$ cat src/rtl/fht_result_reader.sv
// ---------------------------------------------------------------------------
// fht_result_reader
//
// Unload engine for the FHT result RAM. Once the transform has finished, it
// walks every row of the four RAM banks through the shared read address. It
// optionally presents the rows in bit-reversed order. It then serialises the
// four bank words of each row into one valid/ready sample stream. It is the
// read-side counterpart of the row-by-row, bank-by-bank loader.
//
// Per row the sequence is ISSUE (1 cycle), WAIT (RD_LAT cycles) and STREAM
// (4 beats). With iREADY held high this gives 4 beats every RD_LAT+5 cycles.
// There is deliberately no prefetch of the next row.
//
// Ports
//   iCLK       clock
//   iRESET     asynchronous reset, active low
//   iSTART     one-cycle unload request, ignored while busy
//   iABORT     synchronous abort back to IDLE, no oDONE
//   oADDR_RD   row address fanned out to all four bank read ports
//   iDATA_0..3 bank read data, valid RD_LAT cycles after the address
//   oDATA      stream sample (bank word passed through unmodified)
//   oVALID     oDATA valid
//   iREADY     sink accepts the beat when oVALID & iREADY
//   oINDEX     linear sample index {row counter, bank}
//   oLAST      marks the final beat of the unload
//   oBUSY      unload in progress
//   oDONE      one-cycle pulse after the final beat is accepted
// ---------------------------------------------------------------------------
module fht_result_reader #(
   parameter int D_BIT   = 17,
   parameter int A_BIT   = 8,
   parameter int RD_LAT  = 2,
   parameter int BIT_REV = 1
) (
   input  logic               iCLK,
   input  logic               iRESET,
   input  logic               iSTART,
   input  logic               iABORT,
   output logic [A_BIT-1:0]   oADDR_RD,
   input  logic [D_BIT-1:0]   iDATA_0,
   input  logic [D_BIT-1:0]   iDATA_1,
   input  logic [D_BIT-1:0]   iDATA_2,
   input  logic [D_BIT-1:0]   iDATA_3,
   output logic [D_BIT-1:0]   oDATA,
   output logic               oVALID,
   input  logic               iREADY,
   output logic [A_BIT+1:0]   oINDEX,
   output logic               oLAST,
   output logic               oBUSY,
   output logic               oDONE
);

   typedef enum logic [1:0] {
      ST_IDLE   = 2'd0,
      ST_ISSUE  = 2'd1,
      ST_WAIT   = 2'd2,
      ST_STREAM = 2'd3
   } state_t;

   localparam logic [A_BIT-1:0] ROW_MAX   = {A_BIT{1'b1}};
   // The wait counter starts at 0 in the first WAIT cycle. The data for the
   // address driven during ISSUE is therefore on the bus when it reaches
   // RD_LAT-1.
   localparam logic [2:0]       WAIT_LAST = 3'(RD_LAT - 1);

   // Mirror the row counter bits.
   function automatic logic [A_BIT-1:0] bit_rev(input logic [A_BIT-1:0] r);
      logic [A_BIT-1:0] v;
      v = '0;
      for (int i = 0; i < A_BIT; i++) begin
         v[A_BIT-1-i] = r[i];
      end
      return v;
   endfunction

   // Map a row counter value to the RAM row address.
   function automatic logic [A_BIT-1:0] row_addr(input logic [A_BIT-1:0] r);
      return (BIT_REV != 0) ? bit_rev(r) : r;
   endfunction

   state_t             state_r;
   logic [A_BIT-1:0]   row_r;
   logic [1:0]         beat_r;
   logic [2:0]         wait_r;
   logic [D_BIT-1:0]   hold_r [4];
   logic [A_BIT-1:0]   addr_r;
   logic [D_BIT-1:0]   data_r;
   logic               valid_r;
   logic [A_BIT+1:0]   index_r;
   logic               last_r;
   logic               busy_r;
   logic               done_r;

   logic               handshake_s;
   logic               row_last_s;
   logic [1:0]         beat_nxt_s;
   logic [A_BIT-1:0]   row_nxt_s;

   assign handshake_s = valid_r & iREADY;
   assign row_last_s  = (row_r == ROW_MAX);
   assign beat_nxt_s  = beat_r + 2'd1;
   assign row_nxt_s   = row_r + {{(A_BIT-1){1'b0}}, 1'b1};

   // Unload sequencer: this block owns all state and every registered output.
   always_ff @(posedge iCLK or negedge iRESET) begin
      if (!iRESET) begin
         state_r <= ST_IDLE;
         row_r   <= '0;
         beat_r  <= 2'd0;
         wait_r  <= 3'd0;
         for (int k = 0; k < 4; k++) begin
            hold_r[k] <= '0;
         end
         addr_r  <= '0;
         data_r  <= '0;
         valid_r <= 1'b0;
         index_r <= '0;
         last_r  <= 1'b0;
         busy_r  <= 1'b0;
         done_r  <= 1'b0;
      end else if (iABORT) begin
         // Abort acts as the synchronous soft reset of the sequencer. It
         // takes priority over iSTART. The address and sample registers keep
         // their last values.
         state_r <= ST_IDLE;
         row_r   <= '0;
         beat_r  <= 2'd0;
         wait_r  <= 3'd0;
         valid_r <= 1'b0;
         last_r  <= 1'b0;
         busy_r  <= 1'b0;
         done_r  <= 1'b0;
      end else begin
         done_r <= 1'b0;
         case (state_r)
            ST_IDLE: begin
               if (iSTART) begin
                  // The address is registered on entry, so it is already on
                  // the bus during the ISSUE cycle.
                  state_r <= ST_ISSUE;
                  row_r   <= '0;
                  addr_r  <= row_addr('0);
                  busy_r  <= 1'b1;
               end else begin
                  state_r <= ST_IDLE;
               end
            end
            ST_ISSUE: begin
               state_r <= ST_WAIT;
               wait_r  <= 3'd0;
            end
            ST_WAIT: begin
               if (wait_r == WAIT_LAST) begin
                  hold_r[0] <= iDATA_0;
                  hold_r[1] <= iDATA_1;
                  hold_r[2] <= iDATA_2;
                  hold_r[3] <= iDATA_3;
                  data_r    <= iDATA_0;
                  index_r   <= {row_r, 2'd0};
                  last_r    <= 1'b0;
                  valid_r   <= 1'b1;
                  beat_r    <= 2'd0;
                  state_r   <= ST_STREAM;
               end else begin
                  wait_r <= wait_r + 3'd1;
               end
            end
            ST_STREAM: begin
               if (!handshake_s) begin
                  // Stalled: the presented beat stays frozen.
                  state_r <= ST_STREAM;
               end else if (beat_r != 2'd3) begin
                  beat_r  <= beat_nxt_s;
                  data_r  <= hold_r[beat_nxt_s];
                  index_r <= {row_r, beat_nxt_s};
                  last_r  <= row_last_s && (beat_nxt_s == 2'd3);
               end else if (!row_last_s) begin
                  row_r   <= row_nxt_s;
                  addr_r  <= row_addr(row_nxt_s);
                  valid_r <= 1'b0;
                  last_r  <= 1'b0;
                  state_r <= ST_ISSUE;
               end else begin
                  row_r   <= '0;
                  beat_r  <= 2'd0;
                  valid_r <= 1'b0;
                  last_r  <= 1'b0;
                  busy_r  <= 1'b0;
                  done_r  <= 1'b1;
                  state_r <= ST_IDLE;
               end
            end
            default: begin
               state_r <= ST_IDLE;
               valid_r <= 1'b0;
               busy_r  <= 1'b0;
            end
         endcase
      end
   end

   assign oADDR_RD = addr_r;
   assign oDATA    = data_r;
   assign oVALID   = valid_r;
   assign oINDEX   = index_r;
   assign oLAST    = last_r;
   assign oBUSY    = busy_r;
   assign oDONE    = done_r;

endmodule

$ cat config.mk
export PLATFORM = sky130hd
export DESIGN_NAME = fht_result_reader
export DESIGN_NICKNAME = d
export VERILOG_FILES = /design/src/rtl/fht_result_reader.sv
export SDC_FILE = /design/constraint.sdc
export NUM_CORES = 1
export LEC_CHECK = 0
export BUFFER_PORTS_ARGS = -buffer_cell sky130_fd_sc_hd__buf_2
export CORE_MARGIN = 2
export CORE_UTILIZATION = 25
export CTS_BUF_LIST = sky130_fd_sc_hd__clkbuf_8
export DETAILED_ROUTE_END_ITERATION = 10
export PLACE_DENSITY = 0.51
export SLEW_MARGIN = 25
export SYNTH_ARGS = -nofsm -noshare
export SYNTH_HDL_FRONTEND = slang
export SYNTH_SLANG_ARGS = --single-unit
$ cat constraint.sdc
create_clock -name iCLK -period 6.2 [get_ports iCLK]
set_clock_uncertainty 0.15 [all_clocks]
set_input_delay 0.62 -clock iCLK [delete_from_list [all_inputs] [get_ports iCLK]]
set_output_delay 0.62 -clock iCLK [all_outputs]
set_load 0.02 [all_outputs]
==> results.md, run 1 <==
* Post-synth EDFFs at 0
* Die area at 0.0238 sq mm
* Cts bufs inserted at 17
* Share of cells above drive strength 1 at 45.8%
* Fin. max-slew vios at 0
* Post-DP HPWL at 9080 microns
* Pre-antenna DRT Iters at 4
* Worst path top cell family by delay: adder cells
* Status: completed
* Final period utilization at 44.3%
* Commonest non-fill, non-tap cell in the layout: dfrtp_1
* Vias post-DR at 3829
* PortBufs at 111
* Dominant cells by area after synthesis: dfrtp_1, mux2_2, mux4_2
* Cts hold-fix bufs at 0
* Worst-path maximum fanout at 19
* CTS HTree Levels at 4
* Largest stage delay on the critical path at 0.99 ns
* Post_cts resized at 0
* Cell area after placement at 0.00645 sq mm
* Non-Filler Instances at 833
* Worst-path clk slew at 0.08 ns
* TNS Setup at 0 ns
* Post-synth ARST share at 100%
* Area Overhead vs Synth at 23.4%
* Data required, critical path at 6.35 ns
* Synthesized area per cell at 13.0 sq um
* WL/cell at 16.6 microns
* Placer congestion estimate at 0.758
* Core area at 0.0220 sq mm
* Final min period at 2.74 ns
* Routed WL at 13900 microns
* Critical Path AT at 2.89 ns
* Clock latency on the worst-skew pair at 0.46 ns
* Initial Utilization at 25.6%
* Final Instance Area at 0.00697 sq mm
* CTS sink cnt at 122
* Antenna diodes at 0
* Post-synthesis sequential area ratio at 54.1%
* Most frequent cells in the layout: dfrtp_1, buf_2, mux2_2, nand2_1, nor2_1
* Crit path buf inv count at 2
* Chip Height at 154 microns
* Max VDD drop at 0.162 mV
* Worst Tran Pin Value at 1.02 ns
* Root buffer cell: clkbuf_8
* Worst reg2reg path depth at 6
* Commonest register cell after synthesis: dfrtp_1
* Max-Cap Viols at 0
* Slowest CP cell: ha_1
* Max_slew headroom at 31.8%
* Synth warn at 0
* Crit path capture type: register
* CTS tree: done
* Post-synthesis register bit count at 122
* Remaining Overflow, GRT at 0
* Post-CTS Setup Bufs at 0
* Critical path type: register to register
* Die X at 154 microns
* HP Class: primary input to async pin
* Rows at 54
* Unique masters post-synth at 53
* Fmax at 364 MHz
* Power Dens Cells at 327 mW/mm^2
* RSZ-0062 raised after global routing: false
* Critical path depth at 6
* Largest net degree at the start of global routing at 69
* Final net count at 618
* Startpoint Class: register
* Drt first-iter violations at 140
* Fin. Hold Viols at 0
* CP cell instances: buf_4, inv_1, ha_1, mux4_2, nand2_1, a31oi_1
* Clock buffer depth at 2
* GRT Total Usage at 12.2%
* Vias in the first global route at 4129
* Final setup violation count at 0
* Leak pwr at 3.40 nW
* Placed Cells at 800
* # DRC at 0
* ANT nets after route at 0
* Drt via density at 4.60
* Synthesized net count at 513
* Initial antenna violation count at 1
* First-pass GRT wire length at 22500 microns
* Fillers at 2248
* Area leader, netlist: dfrtp_1
* Cells after synthesis at 435
* Share of the synthesized area in the top cell type at 54.1%
* Post-Syn Area at 0.00565 sq mm
* I/O pin count at 112
stage by stage:
step                      total power, W  utilization, %  setup WS [ns]  hold slack [ns]
final                            0.00228            31.6           3.46           0.0860
after global placement           0.00139            29.3           3.40            0.334
after global routing             0.00238            31.6           3.24            0.129
after floorplan                  0.00126               -           3.52            0.174
after CTS                        0.00231            31.5           3.35           0.0815
after detailed placement         0.00140            29.3           3.36            0.331
final timing paths:
kind / start / to / slack [ns]
max: beat_r[0] / oDATA[14] / 3.46
min reg2reg: oADDR_RD[7] / oADDR_RD[7] / 0.35
min in group iCLK: iDATA_1[9] / hold_r[43] / 0.23
max reg2reg: beat_r[0] / oDATA[14] / 3.46
min: iRESET / oDATA[3] / 0.09
max in group asynchronous: iRESET / hold_r[15] / 4.47
layer usage:
metal / vias to the layer above / track usage, % / share of wire (%)
met3: 24 / 3.42 / 4.4
met4: 2 / 5.47 / 2.1
met5: - / 0 / 0.12
met1: 1915 / 15.7 / 47
met2: 95 / 19.2 / 47
li1: 1793 / - / -
Yosys cell counts, drive strengths merged, types with 2 or more instances:
master	n
or3b	2
o211ai	3
a21oi	9
nor3b	2
o2bb2ai	4
o21a	2
dfrtp	122
clkbuf	13
inv	6
or3	2
mux2	80
nand3	5
nand2	41
a22o	5
xnor2	4
mux4	17
nor2	26
o22ai	2
ha	5
nor2b	3
or2	2
o21ai	10
nand4	3
a32o	2
buf	18
o21bai	2
nor3	3
nand2b	3
a31oi	22
registers in the layout (all words and copies together) (netlist names):
| signal | flops |
|---|---|
| oDATA | 17 |
| oLAST | 1 |
| oVALID | 1 |
| oDONE | 1 |
| oADDR_RD | 8 |
| wait_r | 3 |
| beat_r | 2 |
| state_r | 2 |
| hold_r | 68 |
| oBUSY | 1 |
| row_r | 8 |
| oINDEX | 10 |
layout make-up:
type	count	area (sq um)	area share [%]
Sequential cell	122	3050	43.8
Clock inverter	13	236	3.39
Multi-Input combinational cell	276	2430	34.8
Clock buffer	19	262	3.75
Tap cell	280	350	5.03
Timing Repair Buffer	117	616	8.84
Inverter	6	22.5	0.323
power breakdown:
group	internal (W)	switching (W)	total, W
Combinational	0.000195	0.000169	0.000364
Sequential	0.000936	0.0000825	0.00102
Clock	0.000545	0.000353	0.000899
logic make-up (layout without fill, tap and decap cells):
family                     after synthesis  after routing  share of synthesized area [%]
AOI/OAI and AO/OA                       69             69                           8.44
xor gates and xnor gates                 5              5                          0.776
adders and majority gates                5              5                           1.11
buffers and inverters                   37            155                           3.17
DFF                                    122            122                           54.1
muxes                                   97             97                           24.1
and+or+nand+nor                        100            100                           8.38
(Power assumes the default switching activity.)
==> run 2, diff against run 1 <==
--- a/config.mk
+++ b/config.mk
@@ -10,7 +10,7 @@
 export CORE_UTILIZATION = 25
 export CTS_BUF_LIST = sky130_fd_sc_hd__clkbuf_8
 export DETAILED_ROUTE_END_ITERATION = 10
-export PLACE_DENSITY = 0.51
+export PLACE_DENSITY = 0.53
 export SLEW_MARGIN = 25
 export SYNTH_ARGS = -nofsm -noshare
 export SYNTH_HDL_FRONTEND = slang
==> constraint.sdc (replaced) <==
create_clock -name iCLK -period 2.31 [get_ports iCLK]
set_clock_uncertainty 0.15 [all_clocks]
set_input_delay 0.231 -clock iCLK [delete_from_list [all_inputs] [get_ports iCLK]]
set_output_delay 0.231 -clock iCLK [all_outputs]
set_load 0.02 [all_outputs]
==> run 2 against run 1 <==
  * Setup slack worse by 3.4 ns
  * Power rose to 2.6 times the previous value
  * Sequential power rose to 2.7 times the previous value
  * Via count up 8.3%
  * Sequential share of layout area down 4.6 points
  * Final area up 12%
  * Core utilization up 3.7 points
  * Worst hold slack worse by 0.019 ns
  * Combinational power rose to 3.0 times the previous value
  * First-iteration DRC count up 29%
  * Die area unchanged
  * Critical path depth unchanged
==> results.md, run 2 (synthesis results as in run 1) <==
* Cts bufs inserted at 17
* Routed WL at 14800 microns
* Sequential share of power at 45.9%
* Max VDD drop at 0.354 mV
* Leak pwr at 3.80 nW
* Initial antenna violation count at 0
* First-pass GRT wire length at 23800 microns
* Remaining Overflow, GRT at 0
* Met1 Wirelength at 6700 microns
* Critical Path AT at 2.39 ns
* Hold slack at 0.0669 ns
* HP Class: primary input to register
* Rows at 54
* CTS sink cnt at 122
* Final net count at 710
* Internal at 0.00440 W
* Pre-antenna DRT Iters at 4
* Commonest non-fill, non-tap cell in the layout: dfrtp_1
* Placer congestion estimate at 0.771
* CTS tree: done
* # DRC at 0
* Worst reg2reg path depth at 6
* CTS HTree Levels at 4
* Status: completed
* Critical path type: register to register
* Metal2 WL at 7200 microns
* Post-DP HPWL at 10100 microns
* WL/cell at 16.0 microns
* Power Dens Cells at 761 mW/mm^2
* Share of cells above drive strength 1 at 42.1%
* RSZ-0062 raised after global routing: false
* Core area at 0.0220 sq mm
* Hold path cells at 3
* Worst-path clk slew at 0.07 ns
* Sw frac at 25.8%
* Max FFs per register at 68
* Worst-path maximum fanout at 36
* Data required, critical path at 2.48 ns
* Power share of the clock group at 35.5%
* Chip Height at 154 microns
* I/O pin count at 112
* Top reg by flops: hold_r
* Met3 routed WL at 717 microns
* Worst Tran Pin Value at 0.459 ns
* P_sw at 0.00153 W
* Post_cts resized at 0
* Final Total Pwr at 0.00593 W
* Vias in the first global route at 4534
* Combinational Power Share at 18.6%
* Drt via density at 4.49
* Fmax at 451 MHz
* Startpoint Class: register
* Drt first-iter violations at 181
* Clock buffer depth at 2
* ANT nets after route at 0
* TNS Setup at 0 ns
* Final setup violation count at 0
* Cts hold-fix bufs at 69
* Highest metal used: met4
* Most frequent cells in the layout: dfrtp_1, buf_2, dlygate4sd3_1, mux2_2, nand2_1
* Max_slew headroom at 69.4%
* Root buffer cell: clkbuf_8
* Post-CTS Setup Bufs at 0
* Die area at 0.0238 sq mm
* Crit path capture type: register
* Final period utilization at 96.0%
* Largest net degree at the start of global routing at 69
* Antenna diodes at 0
* Max-Cap Viols at 0
* Final min period at 2.22 ns
* Die X at 154 microns
* PortBufs at 111
* Clock latency on the worst-skew pair at 0.43 ns
* Area Overhead vs Synth at 38.0%
* Fin. Hold Viols at 0
* Fin. max-slew vios at 0
* GRT Total Usage at 12.9%
* Initial Utilization at 25.6%
* Fillers at 2186
* Vias post-DR at 4148
==> run 2: cell types whose count changed in the layout (fill, tap and decap cells not counted) <==
cell,before,now
buf_4,6,27
buf_12,1,3
clkinv_4,2,0
inv_6,3,0
dlygate4sd3_1,0,69
bufinv_16,6,4
clkbuf_8,19,21
clkinv_2,1,2
nand2_1,40,41
inv_1,6,9
nand2_2,1,0
==> run 2: critical path, stage by stage (launching register included) <==
cell	delay, ns
dfrtp_1	0.38
inv_1	0.09
ha_1	0.17
or3b_4	0.42
or2_4	0.33
buf_12	0.22
mux2_4	0.32
==> run 2: final cells by class <==
class                      count  area (sq um)  share of cell area, %
clock buffer                  21           289                   3.71
clock inverter                10           149                   1.91
inverter                       6          22.5                  0.289
multi-input combinational    276          2420                   31.1
sequential                   122          3050                   39.2
tap                          280           350                   4.50
timing repair buffer         209          1500                   19.3
==> run 2: power by group through the flow <==
stage	clock [W]	combinational [W]	sequential (W)
5_1_grt	0.00229	0.00120	0.00277
2_1_floorplan	0	0.000538	0.00284
6_report	0.00211	0.00110	0.00272
3_3_place_gp	0	0.000990	0.00274
3_5_place_dp	0	0.00102	0.00276
4_1_cts	0.00219	0.00112	0.00272
==> run 2: stage by stage <==
stage / instances / setup slack [ns] / util (%) / instance area, sq um
2_1_floorplan: 435 / 0.0730 / - / 5650
3_3_place_gp: 824 / 0.134 / 30.3 / 6660
3_5_place_dp: 824 / 0.106 / 30.3 / 6660
4_1_cts: 924 / 0.102 / 35.4 / 7790
5_1_grt: 924 / 0.0218 / 35.4 / 7790
6_report: 924 / 0.0926 / 35.4 / 7790
==> run 2: per-layer routing <==
| metal | vias up | GRT usage [%] |
|---|---|---|
| li1 | 1987 | - |
| met1 | 2023 | 16.3 |
| met2 | 120 | 21.5 |
| met3 | 18 | 3.67 |
| met4 | 0 | 3.92 |
| met5 | - | 0 |
==> run 2: path summary, 6_finish.rpt <==
kind / startpoint / to / slack, ns
worst max-delay path: wait_r[1] / hold_r[42] / 0.09
worst min-delay path: iABORT / oBUSY / 0.07
worst max register to register: wait_r[1] / hold_r[42] / 0.09
worst min register to register: oADDR_RD[7] / oADDR_RD[7] / 0.33
max in group asynchronous: iRESET / hold_r[36] / 1.17
min in group asynchronous: iRESET / state_r[1] / 0.08
==> run 3, diff against run 2 <==
--- a/config.mk
+++ b/config.mk
@@ -5,6 +5,7 @@
 export SDC_FILE = /design/constraint.sdc
 export NUM_CORES = 1
 export LEC_CHECK = 0
+export ABC_AREA = 1
 export BUFFER_PORTS_ARGS = -buffer_cell sky130_fd_sc_hd__buf_2
 export CORE_MARGIN = 2
 export CORE_UTILIZATION = 25
==> run 3 against run 2 <==
  * Maximum frequency increased by 18%
  * Setup slack improved by 0.34 ns
  * Sequential cell count unchanged
  * First-iteration DRC count increased by 55%
  * Sequential share of layout area about the same
  * Final cell count increased by 32%
==> results.md, run 3 <==
* Area Overhead vs Synth at 35.4%
* Initial antenna violation count at 0
* Post-synthesis register bit count at 122
* RSZ-0062 raised after global routing: false
* Post-Place Worst Slack at 0.449 ns
* Synth cell count leaders: nand2_1, dfrtp_1, nand3_1, nor2_1, inv_1
* Fin. Hold Viols at 0
* Largest stage delay on the critical path at 0.50 ns
* Root buffer cell: clkbuf_8
* # DRC at 0
* Commonest non-fill, non-tap cell in the layout: nand2_1
* Synthesized net count at 820
* Leak pwr at 4.13 nW
* Power Dens Cells at 973 mW/mm^2
* Max-Cap Viols at 0
* Crit path buf inv count at 2
* WL/cell at 14.3 microns
* Drt via density at 4.36
* Pre-antenna DRT Iters at 4
* Drt first-iter violations at 280
* Worst Tran Pin Value at 0.522 ns
* Share of cells above drive strength 1 at 18.6%
* Fin. max-slew vios at 0
* I/O pin count at 112
* Final setup violation count at 0
* Commonest register cell after synthesis: dfrtp_1
* CP cell instances: nand2_2, inv_4, nand2_2, nand2_2, nor2_4, inv_4, nand2_1, o21ai_1
* Post-Syn Area at 0.00576 sq mm
* Worst Setup Slack, final at 0.432 ns
* Worst path top cell family by delay: buffers and inverters
* Vias in the first global route at 5373
* Max_slew headroom at 65.2%
* Worst-path clk slew at 0.07 ns
* Share of the synthesized area in the top cell type at 53.0%
* Area occupied by multi-input gates at 0.00233 sq mm
* Status: completed
* Final net count at 998
* Synth warn at 0
* Synthesized area per cell at 7.76 sq um
* Post-synth EDFFs at 0
* Crit path capture type: register
* Fillers at 2416
* Worst-path maximum fanout at 32
* Chip Height at 156 microns
* First-pass GRT wire length at 28600 microns
* Data required, critical path at 2.52 ns
* HP Class: primary input to register
* Dominant cells by area after synthesis: dfrtp_1, nand2_1, nand3_1
* Routed WL at 17400 microns
* CTS HTree Levels at 4
* Cell area after placement at 0.00667 sq mm
* Initial Utilization at 25.4%
* Antenna diodes at 0
* Unique masters post-synth at 30
* Area leader, netlist: dfrtp_1
* Cts bufs inserted at 17
* Die area at 0.0243 sq mm
* ANT nets after route at 0
* Die X at 156 microns
* Post-synthesis sequential area ratio at 53.0%
* Final Instance Area at 0.00779 sq mm
* GRT Total Usage at 15.1%
* Cells after synthesis at 742
* Max FFs per register at 68
* Rows at 55
* TNS Setup at 0 ns
* Placer congestion estimate at 0.783
* Slowest CP cell: dfrtp_1
* Final min period at 1.88 ns
* Largest net degree at the start of global routing at 56
* Final Total Pwr at 0.00758 W
* CTS tree: done
* Count leader, synth: nand2_1
* Post-DP HPWL at 12000 microns
* Fmax at 533 MHz
* Clock buffer depth at 2
* Most frequent cells in the layout: nand2_1, dfrtp_1, buf_2, nand3_1, dlygate4sd3_1
* Critical path type: register to register
* Reg area at 0.00305 sq mm
* Top reg by flops: hold_r
* Vias post-DR at 5314
* Post_cts resized at 0
* Post-synth ARST share at 100%
* Startpoint Class: register
* Core area at 0.0226 sq mm
* Clock latency on the worst-skew pair at 0.44 ns
* CTS sink cnt at 122
* Critical Path AT at 2.09 ns
* Critical path's most frequent cell: nand2_2
* PortBufs at 111
* Final period utilization at 81.3%
* Remaining Overflow, GRT at 0
* Max VDD drop at 0.413 mV
==> run 3: cell types whose count changed after synthesis, moves of 21 or more <==
cell     previous run  this run
a31oi_1            22         1
nor2_1             26        68
mux2_2             60         0
nand2_1            41       279
inv_1               6        48
nand3_1             5        89
==> run 3: timing repair <==
| item | 4_1_cts | 5_1_grt |
|---|---|---|
| setup endpoints to repair | 0 | 0 |
| endpoints found under the hold margin | 109 | 0 |
| buffers inserted | 0 | 0 |
| hold buffers | 70 | 0 |
==> run 3: worst reg2reg max path, delay by kind of cell (launching register included) <==
family / cells / cell delay, ns
buffers and inverters: 2 / 0.54
AND/OR/NAND/NOR: 5 / 0.51
flip-flops: 1 / 0.50
AO/OA/AOI/OAI: 1 / 0.09
==> run 3: logic make-up (layout without fill, tap and decap cells) <==
logic type / Yosys count / count (layout) / synth area share (%)
adders and majority gates: 5 / 5 / 1.09
buffers and inverters: 90 / 281 / 6.52
and+or+nand+nor: 455 / 455 / 32.8
DFF: 122 / 122 / 53.0
AOI/OAI and AO/OA: 70 / 70 / 6.50
==> run 3: cell type report <==
cell class,instances,share of cell area [%]
multi-input cells,530,29.9
clock buffers,19,3.36
clock inverters,13,2.12
repair buffers,196,18.2
well taps,285,4.58
flip-flops and latches,122,39.2
inverters,53,2.62
==> run 3: metrics by stage <==
step,cells,hold WS [ns],util (%)
3_3_place_gp,1116,0.109,29.4
4_1_cts,1218,0.0405,34.4
6_report,1218,0.0735,34.4
2_1_floorplan,742,-0.215,-
3_5_place_dp,1116,0.0958,29.4
5_1_grt,1218,0.0873,34.4
==> run 3: layer usage <==
metal	vias to the layer above	GRT usage, %	part of all wire (%)
li1	2705	-	-
met1	2484	20.2	46
met2	110	25.1	48
met3	15	2.78	4.2
met4	0	4.46	1.2
met5	-	0	0
==> run 3: worst paths after layout <==
check | startpoint | to | slack (ns) | depth (start not counted)
min in group asynchronous | iRESET | hold_r[48] | 0.16 | 2
hold / removal | iSTART | oBUSY | 0.07 | 5
hold reg to reg | wait_r[2] | wait_r[2] | 0.32 | 1
setup reg to reg | state_r[0] | oINDEX[2] | 0.43 | 8
max in group asynchronous | iRESET | wait_r[1] | 1.13 | 3
setup / recovery | state_r[0] | oINDEX[2] | 0.43 | 8
==> run 3: where the power goes <==
group	internal, W	switching [W]	total (W)
registers	0.00276	0.000355	0.00311
clock network	0.00113	0.000929	0.00206
logic	0.000822	0.00158	0.00241
total	0.00471	0.00287	0.00758
